$ cat config.mk
export PLATFORM = sky130hd
export DESIGN_NAME = key_filter
export DESIGN_NICKNAME = d
export VERILOG_FILES = /design/src/rtl/key_filter_pkg.sv /design/src/rtl/key_filter_sync_2ff.sv /design/src/rtl/key_filter.sv
export SDC_FILE = /design/constraint.sdc
export NUM_CORES = 1
export LEC_CHECK = 0
export ABC_AREA = 1
export CAP_MARGIN = 25
export CORE_MARGIN = 4
export CORE_UTILIZATION = 53
export DETAILED_ROUTE_END_ITERATION = 10
export MAX_ROUTING_LAYER = met4
export PLACE_DENSITY = 0.71
export RECOVER_POWER = 25
export SYNTH_ARGS = -nofsm -noshare
export SYNTH_HDL_FRONTEND = slang
export SYNTH_SLANG_ARGS = --single-unit
$ cat constraint.sdc
create_clock -name sys_clk -period 1.48 [get_ports sys_clk]
set_input_delay 0.296 -clock sys_clk [delete_from_list [all_inputs] [get_ports sys_clk]]
set_output_delay 0.296 -clock sys_clk [all_outputs]
set_load 0.01 [all_outputs]
$ cat src/rtl/key_filter_pkg.sv
// Shared definitions for the key debouncer: FSM encoding and 50 MHz / 20 ms defaults.
package key_filter_pkg;

  localparam int unsigned CNT_W_DEF   = 20;
  localparam logic [19:0] CNT_MAX_DEF = 20'd1_000_000;

  typedef enum logic [1:0] {
    IDLE        = 2'd0,
    FILTER_DOWN = 2'd1,
    DOWN        = 2'd2,
    FILTER_UP   = 2'd3
  } state_t;

endpackage

$ cat src/rtl/key_filter_sync_2ff.sv
// Two-flop synchronizer for a single asynchronous level; reset value is selectable.
module sync_2ff #(
  parameter logic RST_VAL = 1'b1
) (
  input  logic clk,
  input  logic rst_n,
  input  logic d,
  output logic q
);

  logic meta;

  always_ff @(posedge clk or negedge rst_n) begin
    if (!rst_n) begin
      meta <= RST_VAL;
      q    <= RST_VAL;
    end else begin
      meta <= d;
      q    <= meta;
    end
  end

endmodule

$ cat src/rtl/key_filter.sv
// Debounces an active-low key: clean level plus one-cycle press/release pulses
// once the synchronized level has held for CNT_MAX cycles.
module key_filter
  import key_filter_pkg::*;
#(
  parameter int unsigned      CNT_W   = CNT_W_DEF,
  parameter logic [CNT_W-1:0] CNT_MAX = CNT_W'(CNT_MAX_DEF)
) (
  input  logic sys_clk,
  input  logic sys_rst_n,
  input  logic key_in,
  output logic key_out,
  output logic key_press_flag,
  output logic key_release_flag
);

  localparam logic [CNT_W-1:0] CNT_LAST = CNT_MAX - CNT_W'(1);

  logic             key_sync;
  state_t           state, state_nxt;
  logic [CNT_W-1:0] cnt, cnt_nxt;
  logic             key_out_nxt, press_nxt, release_nxt;

  // Idle level of the key is released (1), so the synchronizer resets high.
  sync_2ff #(
    .RST_VAL (1'b1)
  ) u_sync (
    .clk   (sys_clk),
    .rst_n (sys_rst_n),
    .d     (key_in),
    .q     (key_sync)
  );

  always_ff @(posedge sys_clk or negedge sys_rst_n) begin
    if (!sys_rst_n) begin
      state            <= IDLE;
      cnt              <= '0;
      key_out          <= 1'b1;
      key_press_flag   <= 1'b0;
      key_release_flag <= 1'b0;
    end else begin
      state            <= state_nxt;
      cnt              <= cnt_nxt;
      key_out          <= key_out_nxt;
      key_press_flag   <= press_nxt;
      key_release_flag <= release_nxt;
    end
  end

  // Any opposite sample while filtering falls back to the stable state with no credit kept.
  always_comb begin
    state_nxt   = state;
    cnt_nxt     = cnt;
    key_out_nxt = key_out;
    press_nxt   = 1'b0;
    release_nxt = 1'b0;
    unique case (state)
      IDLE: begin
        cnt_nxt = '0;
        if (!key_sync) state_nxt = FILTER_DOWN;
      end
      FILTER_DOWN: begin
        if (key_sync) begin
          state_nxt = IDLE;
          cnt_nxt   = '0;
        end else if (cnt == CNT_LAST) begin
          state_nxt   = DOWN;
          cnt_nxt     = '0;
          key_out_nxt = 1'b0;
          press_nxt   = 1'b1;
        end else begin
          cnt_nxt = cnt + CNT_W'(1);
        end
      end
      DOWN: begin
        cnt_nxt = '0;
        if (key_sync) state_nxt = FILTER_UP;
      end
      FILTER_UP: begin
        if (!key_sync) begin
          state_nxt = DOWN;
          cnt_nxt   = '0;
        end else if (cnt == CNT_LAST) begin
          state_nxt   = IDLE;
          cnt_nxt     = '0;
          key_out_nxt = 1'b1;
          release_nxt = 1'b1;
        end else begin
          cnt_nxt = cnt + CNT_W'(1);
        end
      end
      default: begin
        state_nxt = IDLE;
        cnt_nxt   = '0;
      end
    endcase
  end

endmodule

==> metrics.txt, run 1 <==
# TYPE chip_impl_metric gauge
chip_impl_metric{name="worst_clk_skew",unit="ps"} 11.6
chip_impl_metric{name="met3_length",unit="um"} 140
chip_impl_info{name="timing.critical_path.cells",value="clkdlybuf4s15_1"} 1
chip_impl_metric{name="number_of_nets_with_antenna_violations_after_routing",unit=""} 0
chip_impl_metric{name="synth_seq_area_share",unit="%"} 44.3
chip_impl_info{name="result_of_the_run",value="finished clean"} 1
chip_impl_metric{name="area_delta_synth_final",unit="%"} 13.0
chip_impl_metric{name="dp.final_hpwl",unit="mm"} 2.61
chip_impl_metric{name="p_leak",unit="nW"} 0.730
chip_impl_info{name="cts_tree",value="built"} 1
chip_impl_metric{name="worstSetupPathDepth",unit=""} 1
chip_impl_metric{name="post_cts_hold_buffer_count",unit=""} 0
chip_impl_info{name="cp_slowest_cell",value="sky130_fd_sc_hd__dfstp_2"} 1
chip_impl_metric{name="drt_drc_violations_left",unit=""} 0
chip_impl_info{name="top_sig_layer",value="met4"} 1
chip_impl_metric{name="ys_types",unit=""} 23
chip_impl_info{name="setup.worst_path.class",value="register to output pin"} 1
chip_impl_metric{name="drt-vias-per-instance",unit=""} 5.21
chip_impl_metric{name="pre_cts_slack",unit="ps"} 10.1
chip_impl_metric{name="synthesis.yosys.warnings",unit=""} 0
chip_impl_info{name="cp-start-kind",value="register"} 1
chip_impl_info{name="worstSetupEndpoint",value="key_out"} 1
chip_impl_metric{name="final_cell_area",unit="sq mm"} 0.00173
chip_impl_metric{name="clock_tree.buffer_depth",unit=""} 2
chip_impl_metric{name="area_share_of_the_largest_cell_type_after_synthesis",unit="%"} 39.1
chip_impl_metric{name="post-layout-total-power",unit="mW"} 1.12
chip_impl_metric{name="post_synth.cell_area_avg",unit="sq um"} 7.21
chip_impl_metric{name="fmax",unit="GHz"} 0.710
chip_impl_metric{name="cts-buffers-inserted",unit=""} 3
chip_impl_metric{name="clk_pin_slew",unit="ps"} 150
chip_impl_metric{name="final_worst_hold_slack",unit="ps"} 354
chip_impl_info{name="yosysMostFrequentCell",value="sky130_fd_sc_hd__nor2_1"} 1
chip_impl_metric{name="wl_met2",unit="mm"} 1.62
chip_impl_metric{name="post-cts-setup-buffers",unit=""} 0
chip_impl_metric{name="grt_overflow_total",unit=""} 0
chip_impl_info{name="r2r_start",value="cnt[0]$_DFF_PN0_"} 1
chip_impl_metric{name="grt_start_max_net_pins",unit=""} 28
chip_impl_metric{name="final_max_slew_viol_count",unit=""} 0
chip_impl_metric{name="pin_count",unit=""} 6
chip_impl_metric{name="r2r_slack",unit="ps"} 110
chip_impl_metric{name="first_global_vias",unit=""} 1305
chip_impl_metric{name="fin_crit_sh",unit="%"} 95.2
chip_impl_metric{name="grt_usage",unit="%"} 20.5
chip_impl_metric{name="dieArea",unit="sq mm"} 0.00382
chip_impl_metric{name="num_vias",unit=""} 1360
chip_impl_metric{name="clock_insertion_delay_worst_skew",unit="ps"} 330
chip_impl_metric{name="synthCells",unit=""} 213
chip_impl_info{name="cts.root.buffer_cell",value="sky130_fd_sc_hd__clkbuf_4"} 1
chip_impl_info{name="rsz0062_at_grt",value="yes"} 1
chip_impl_metric{name="ir_drop",unit="uV"} 662
chip_impl_metric{name="grt_pass1_wl",unit="mm"} 5.64
chip_impl_metric{name="worst_slew_margin_rel",unit="%"} 58.0
chip_impl_metric{name="core_area",unit="sq mm"} 0.00276
chip_impl_metric{name="clock-sinks",unit=""} 27
chip_impl_metric{name="placed_cell_area",unit="sq mm"} 0.00169
chip_impl_info{name="netlist_top_cells_area",value="sky130_fd_sc_hd__dfrtp_1 39%, sky130_fd_sc_hd__nor2_1 15%, sky130_fd_sc_hd__nand2_1 14%"} 1
chip_impl_metric{name="htree_num_levels",unit=""} 1
chip_impl_metric{name="firstDrtPassIters",unit=""} 4
chip_impl_metric{name="crit_required",unit="ps"} 1180
chip_impl_metric{name="setup_viol",unit=""} 0
chip_impl_info{name="synth.cells.most_frequent",value="62 x sky130_fd_sc_hd__nor2_1, 57 x sky130_fd_sc_hd__nand2_1, 24 x sky130_fd_sc_hd__dfrtp_1, 24 x sky130_fd_sc_hd__inv_1, 12 x sky130_fd_sc_hd__nand3_1"} 1
chip_impl_metric{name="cap_viol_max_count",unit=""} 0
chip_impl_metric{name="std_cell_rows",unit=""} 19
chip_impl_metric{name="power_per_cell_area",unit="mW/mm^2"} 648
chip_impl_metric{name="initial_antenna_violation_count",unit=""} 0
chip_impl_metric{name="floorplan.die.height",unit="um"} 61.8
chip_impl_info{name="family_with_the_most_delay_on_the_worst_path",value="flip-flops"} 1
chip_impl_metric{name="final_layout_size_suffix_gt1_share",unit="%"} 13.0
chip_impl_metric{name="reg2reg_depth",unit=""} 7
chip_impl_metric{name="synth-edff-count",unit=""} 0
chip_impl_metric{name="syn_area",unit="sq mm"} 0.00154
chip_impl_metric{name="post_drt_wl_per_cell",unit="um"} 12.5
chip_impl_info{name="path_class_of_the_lowest_slack_min_delay_path",value="primary input to register"} 1
chip_impl_metric{name="finish.utilization",unit="%"} 62.9
chip_impl_metric{name="share_of_synthesized_registers_carrying_an_async_set_or_reset",unit="%"} 100
chip_impl_metric{name="path_max_fanout",unit=""} 2
chip_impl_metric{name="portBuffers",unit=""} 5
chip_impl_metric{name="timing.final.hold_violations",unit=""} 0
chip_impl_metric{name="n_fill_cell",unit=""} 256
chip_impl_metric{name="fin_nets",unit=""} 235
chip_impl_metric{name="path_buf_inv",unit=""} 1
chip_impl_info{name="synth_ff_type",value="sky130_fd_sc_hd__dfrtp_1"} 1
chip_impl_metric{name="place_congestion",unit=""} 0.908
chip_impl_metric{name="routed_wirelength",unit="mm"} 3.26
chip_impl_metric{name="insertedDiodeCount",unit=""} 0
chip_impl_metric{name="postSynthRegisterBits",unit=""} 27
chip_impl_metric{name="initial_core_util",unit="%"} 55.7
chip_impl_metric{name="crit_arrival",unit="ps"} 1110
chip_impl_info{name="synth_area_leader_cell",value="sky130_fd_sc_hd__dfrtp_1"} 1
chip_impl_metric{name="wirelength_met1",unit="mm"} 1.48
chip_impl_metric{name="die_w",unit="um"} 61.8
chip_impl_metric{name="drt-initial-drc-count",unit=""} 75
chip_impl_info{name="startpoint",value="key_out$_DFFE_PN1P_"} 1
chip_impl_metric{name="period_minus_slack",unit="ps"} 1410
chip_impl_metric{name="timing_worst_slew_pin_value",unit="ps"} 630
chip_impl_metric{name="setup_ws",unit="ps"} 71.0
chip_impl_metric{name="slowest_stage_delay_on_critical_path",unit="ps"} 560
chip_impl_info{name="worst_setup_path_end_kind",value="output pin"} 1
chip_impl_metric{name="synth_fp_nets",unit=""} 217
## repair_timing
action	in CTS	in global routing
gates resized for setup	4	9
setup endpoints to repair	17	20
cloned	0	0
## metrics by stage
stage	setup TNS (ps)	instances
floorplan	0	213
global placement	0	257
detailed placement	0	257
CTS	0	261
global route	-0.308	261
finish	0	261
## layout by cell type, fill, tap and decap left out, drive strengths merged
cell and count:
nor3 5, nand4 2, clkdlybuf4s50 1, clkdlybuf4s15 1, buf 8, a21oi 2, dlygate4sd3 1, nand3b 1
inv 25, xnor2 3, nor2 63, nand2 58, clkinvlp 1, dfrtp 24, nand3 13, o21a 1
o21ai 3, xor2 8, dfstp 3, ha 1, dlygate4sd2 2, clkbuf 4
## layout make-up
type	count	area, sq um	area share (%)
Multi-Input combinational cell	160	777	44.8
Clock inverter	1	7.51	0.433
Timing Repair Buffer	14	113	6.49
Clock buffer	3	22.5	1.30
Inverter	25	93.8	5.41
Tap cell	31	38.8	2.24
Sequential cell	27	682	39.3
## cell families (layout without fill, tap and decap cells)
| logic type | count (synthesis) | after routing | synth area share (%) |
|---|---|---|---|
| and+or+nand+nor | 142 | 142 | 39.0 |
| adders and majority gates | 1 | 1 | 0.815 |
| buffers and inverters | 26 | 43 | 6.85 |
| xor gates and xnor gates | 11 | 11 | 6.28 |
| DFF | 27 | 27 | 44.3 |
| AOI/OAI and AO/OA | 6 | 6 | 2.85 |
## state kept, by name, summed over array words and instances, names as in the netlist, named ones only
signal,cells
key_out,1
cnt,20
u_sync.meta,1
key_release_flag,1
key_press_flag,1
state,1
u_sync.q,1
## worst min path at each step
stage / to / start / cells past startpoint / slack, ps
6_report: u_sync.meta$_DFF_PN1_ / key_in / 1 / 350
3_3_place_gp: u_sync.q$_DFF_PN1_ / u_sync.meta$_DFF_PN1_ / 0 / 350
3_5_place_dp: u_sync.q$_DFF_PN1_ / u_sync.meta$_DFF_PN1_ / 0 / 350
4_1_cts: cnt[12]$_DFF_PN0_ / sys_rst_n / 2 / 300
2_1_floorplan: asynchronous set/reset pin / sys_rst_n / 0 / 0.4
5_1_grt: u_sync.meta$_DFF_PN1_ / key_in / 1 / 340
## report_power, final
part | switching, mW | internal (mW) | total (mW) | leakage [nW]
Clock | 0.217 | 0.103 | 0.320 | 0.0139
Sequential | 0.00462 | 0.747 | 0.752 | 0.360
Combinational | 0.0362 | 0.0166 | 0.0528 | 0.356
Total | 0.258 | 0.867 | 1.12 | 0.730
## metal layers
layer	GRT usage, %	up-vias
met4	6.36	0
met2	32.9	29
li1	-	682
met3	2.27	4
met5	-	-
met1	27.2	645
Power figures use the tool's default switching activity.
==> inputs of run 2 (changes only) <==
--- a/config.mk
+++ b/config.mk
@@ -8,10 +8,10 @@
 export ABC_AREA = 1
 export CAP_MARGIN = 25
 export CORE_MARGIN = 4
-export CORE_UTILIZATION = 53
+export CORE_UTILIZATION = 30
 export DETAILED_ROUTE_END_ITERATION = 10
 export MAX_ROUTING_LAYER = met4
-export PLACE_DENSITY = 0.71
+export PLACE_DENSITY = 0.44
 export RECOVER_POWER = 25
 export SYNTH_ARGS = -nofsm -noshare
 export SYNTH_HDL_FRONTEND = slang
==> run 2 against run 1 <==
Compared with the run above:
- first-iteration DRC count shrank 9.3%
- largest power group unchanged
- global-route usage decreased by 6.8 points
- die area rose by 66%
- register-to-register slack about the same
- combinational power rose by 9.7%
- flip-flop and latch count unchanged
- non-clock buffer count is 6 higher
==> metrics.txt, run 2 (synthesis gave the netlist of run 1 again) <==
# TYPE chip_impl_metric gauge
chip_impl_info{name="result_of_the_run",value="finished clean"} 1
chip_impl_metric{name="dieArea",unit="sq mm"} 0.00633
chip_impl_metric{name="p_leak",unit="nW"} 0.788
chip_impl_metric{name="placed_cell_area",unit="sq mm"} 0.00178
chip_impl_metric{name="period_minus_slack",unit="ps"} 1450
chip_impl_metric{name="r2r_slack",unit="ps"} 110
chip_impl_metric{name="floorplan.die.height",unit="um"} 79.5
chip_impl_metric{name="cap_viol_max_count",unit=""} 0
chip_impl_metric{name="largest_register_ffs",unit=""} 20
chip_impl_info{name="rsz0062_at_grt",value="yes"} 1
chip_impl_metric{name="crit_required",unit="ps"} 1180
chip_impl_metric{name="initial_antenna_violation_count",unit=""} 0
chip_impl_info{name="cp_slowest_cell",value="sky130_fd_sc_hd__clkdlybuf4s50_1"} 1
chip_impl_metric{name="area_delta_synth_final",unit="%"} 20.7
chip_impl_metric{name="initial_core_util",unit="%"} 31.7
chip_impl_metric{name="final_worst_hold_slack",unit="ps"} 350
chip_impl_metric{name="pre_cts_slack",unit="ps"} -0.230
chip_impl_metric{name="firstDrtPassIters",unit=""} 4
chip_impl_metric{name="path_max_fanout",unit=""} 1
chip_impl_metric{name="switching_share_of_power",unit="%"} 23.2
chip_impl_info{name="min-delay-start",value="u_sync.meta$_DFF_PN1_"} 1
chip_impl_info{name="path_class_of_the_lowest_slack_min_delay_path",value="register to register"} 1
chip_impl_metric{name="final_max_slew_viol_count",unit=""} 0
chip_impl_metric{name="fin_crit_sh",unit="%"} 97.9
chip_impl_metric{name="setup_viol",unit=""} 0
chip_impl_metric{name="place_congestion",unit=""} 0.830
chip_impl_metric{name="number_of_nets_with_antenna_violations_after_routing",unit=""} 0
chip_impl_metric{name="net-switching-power",unit="mW"} 0.289
chip_impl_metric{name="reg2reg_depth",unit=""} 6
chip_impl_info{name="layout_common_cells",value="58 x sky130_fd_sc_hd__nor2_1, 56 x sky130_fd_sc_hd__nand2_1, 24 x sky130_fd_sc_hd__inv_1"} 1
chip_impl_metric{name="routed_wirelength",unit="mm"} 3.74
chip_impl_metric{name="clk_pin_slew",unit="ps"} 100
chip_impl_metric{name="dp.final_hpwl",unit="mm"} 2.81
chip_impl_metric{name="clock_insertion_delay_worst_skew",unit="ps"} 280
chip_impl_info{name="worst_setup_path_end_kind",value="output pin"} 1
chip_impl_info{name="family_with_the_most_delay_on_the_worst_path",value="buffers and inverters"} 1
chip_impl_metric{name="multi_input_area",unit="sq um"} 785
chip_impl_info{name="cts.root.buffer_cell",value="sky130_fd_sc_hd__clkbuf_8"} 1
chip_impl_metric{name="cts-buffers-inserted",unit=""} 3
chip_impl_metric{name="placedCellCount",unit=""} 298
chip_impl_metric{name="share_seq_of_total_power",unit="%"} 60.2
chip_impl_info{name="largest_register",value="cnt"} 1
chip_impl_info{name="layout.cells.most_common",value="sky130_fd_sc_hd__nor2_1"} 1
chip_impl_metric{name="n_fill_cell",unit=""} 534
chip_impl_metric{name="comb_power_share",unit="%"} 4.6
chip_impl_metric{name="clock-sinks",unit=""} 27
chip_impl_metric{name="grt_start_max_net_pins",unit=""} 28
chip_impl_metric{name="path_buf_inv",unit=""} 1
chip_impl_metric{name="first_global_vias",unit=""} 1350
chip_impl_metric{name="die_w",unit="um"} 79.5
chip_impl_metric{name="setup-tns-final",unit="ps"} 0
chip_impl_metric{name="pin_count",unit=""} 6
chip_impl_metric{name="drt_drc_violations_left",unit=""} 0
chip_impl_info{name="min_delay_worst_endpoint",value="u_sync.q$_DFF_PN1_"} 1
chip_impl_metric{name="power_per_cell_area",unit="mW/mm^2"} 673
chip_impl_metric{name="final_cell_area",unit="sq mm"} 0.00185
chip_impl_metric{name="ir_drop",unit="uV"} 540
chip_impl_metric{name="std_cell_rows",unit=""} 25
chip_impl_metric{name="fmax",unit="GHz"} 0.690
chip_impl_info{name="timing.critical_path.cells",value="clkdlybuf4s50_1"} 1
chip_impl_metric{name="layout.cells.non_filler",unit=""} 303
chip_impl_metric{name="core_area",unit="sq mm"} 0.00485
chip_impl_metric{name="clock_tree.buffer_depth",unit=""} 2
chip_impl_metric{name="post-layout-total-power",unit="mW"} 1.25
chip_impl_metric{name="post_drt_wl_per_cell",unit="um"} 12.4
chip_impl_info{name="regToRegEndpoint",value="cnt[16]$_DFF_PN0_"} 1
chip_impl_info{name="cp-start-kind",value="register"} 1
chip_impl_metric{name="drt-initial-drc-count",unit=""} 68
chip_impl_metric{name="grt_pass1_wl",unit="mm"} 6.44
chip_impl_metric{name="worst_slew_margin_rel",unit="%"} 53.3
chip_impl_info{name="cts_tree",value="built"} 1
chip_impl_metric{name="crit_arrival",unit="ps"} 1150
chip_impl_metric{name="finish.utilization",unit="%"} 38.2
chip_impl_metric{name="setup_ws",unit="ps"} 31.2
chip_impl_metric{name="timing.final.hold_violations",unit=""} 0
chip_impl_metric{name="worstHoldPathCells",unit=""} 0
chip_impl_info{name="setup.worst_path.class",value="register to output pin"} 1
chip_impl_metric{name="post_cts_hold_buffer_count",unit=""} 0
chip_impl_metric{name="slowest_stage_delay_on_critical_path",unit="ps"} 540
chip_impl_metric{name="p_int",unit="mW"} 0.958
chip_impl_metric{name="final_layout_size_suffix_gt1_share",unit="%"} 15.3
chip_impl_info{name="r2r_start",value="cnt[1]$_DFF_PN0_"} 1
chip_impl_metric{name="worst_clk_skew",unit="ps"} 10.0
chip_impl_metric{name="ff_latch_area",unit="sq um"} 681
chip_impl_metric{name="htree_num_levels",unit=""} 1
chip_impl_metric{name="clock_power_share",unit="%"} 35.1
chip_impl_metric{name="grt_overflow_total",unit=""} 0
chip_impl_metric{name="grt_usage",unit="%"} 13.6
chip_impl_metric{name="insertedDiodeCount",unit=""} 0
chip_impl_metric{name="portBuffers",unit=""} 5
chip_impl_metric{name="num_vias",unit=""} 1293
chip_impl_metric{name="fin_nets",unit=""} 241
chip_impl_metric{name="timing_worst_slew_pin_value",unit="ps"} 701
chip_impl_metric{name="drt-vias-per-instance",unit=""} 4.27
==> run 2: what timing repair did <==
action,in CTS,in global routing
buffers inserted,0,1
endpoints found under the setup margin,11,22
pin swaps,0,3
resized for setup,2,11
==> run 2: layout make-up <==
class | count | share of cell area, %
timing repair buffer | 20 | 8.91
clock buffer | 4 | 2.43
inverter | 25 | 5.06
multi-input combinational | 160 | 42.3
sequential | 27 | 36.7
tap | 67 | 4.52
==> run 2: worst max-delay path by stage <==
stage | start | end | slack (ps) | cells past startpoint
floorplan | cnt[0]$_DFF_PN0_ | cnt[10]$_DFF_PN0_ | 8 | 7
global placement | cnt[10]$_DFF_PN0_ | cnt[17]$_DFF_PN0_ | -4 | 6
detailed placement | cnt[10]$_DFF_PN0_ | cnt[10]$_DFF_PN0_ | -0.2 | 6
CTS | key_press_flag$_DFF_PN0_ | key_press_flag | 20 | 1
global route | cnt[1]$_DFF_PN0_ | cnt[3]$_DFF_PN0_ | -1 | 6
finish | key_release_flag$_DFF_PN0_ | key_release_flag | 30 | 1
==> run 2: power by group through the flow <==
stage          Combinational (mW)  Sequential, mW  Clock [mW]
6_report                   0.0579           0.751       0.438
5_1_grt                    0.0665           0.752       0.490
4_1_cts                    0.0624           0.751       0.460
3_5_place_dp               0.0626           0.765           0
3_3_place_gp               0.0620           0.765           0
2_1_floorplan              0.0258           0.765           0
==> run 2: per-layer routing <==
layer  vias up  part of all wire, %  global-route usage, %
met3         4                  2.9                   3.16
met2        12                   47                   21.8
li1        692                    -                      -
met5         -                    0                      -
met1       585                   50                   17.9
met4         0                 0.56                   2.58
==> inputs of run 3 (changes only) <==
--- a/config.mk
+++ b/config.mk
@@ -6,6 +6,7 @@
 export NUM_CORES = 1
 export LEC_CHECK = 0
 export ABC_AREA = 1
+export ABC_CLOCK_PERIOD_IN_PS = 1480
 export CAP_MARGIN = 25
 export CORE_MARGIN = 4
 export CORE_UTILIZATION = 30
@@ -13,6 +14,7 @@
 export MAX_ROUTING_LAYER = met4
 export PLACE_DENSITY = 0.44
 export RECOVER_POWER = 25
+export SLEW_MARGIN = 25
 export SYNTH_ARGS = -nofsm -noshare
 export SYNTH_HDL_FRONTEND = slang
 export SYNTH_SLANG_ARGS = --single-unit
==> results of run 3 <==
Same layout as run 2: the final DEF is identical, and so are final timing and power.
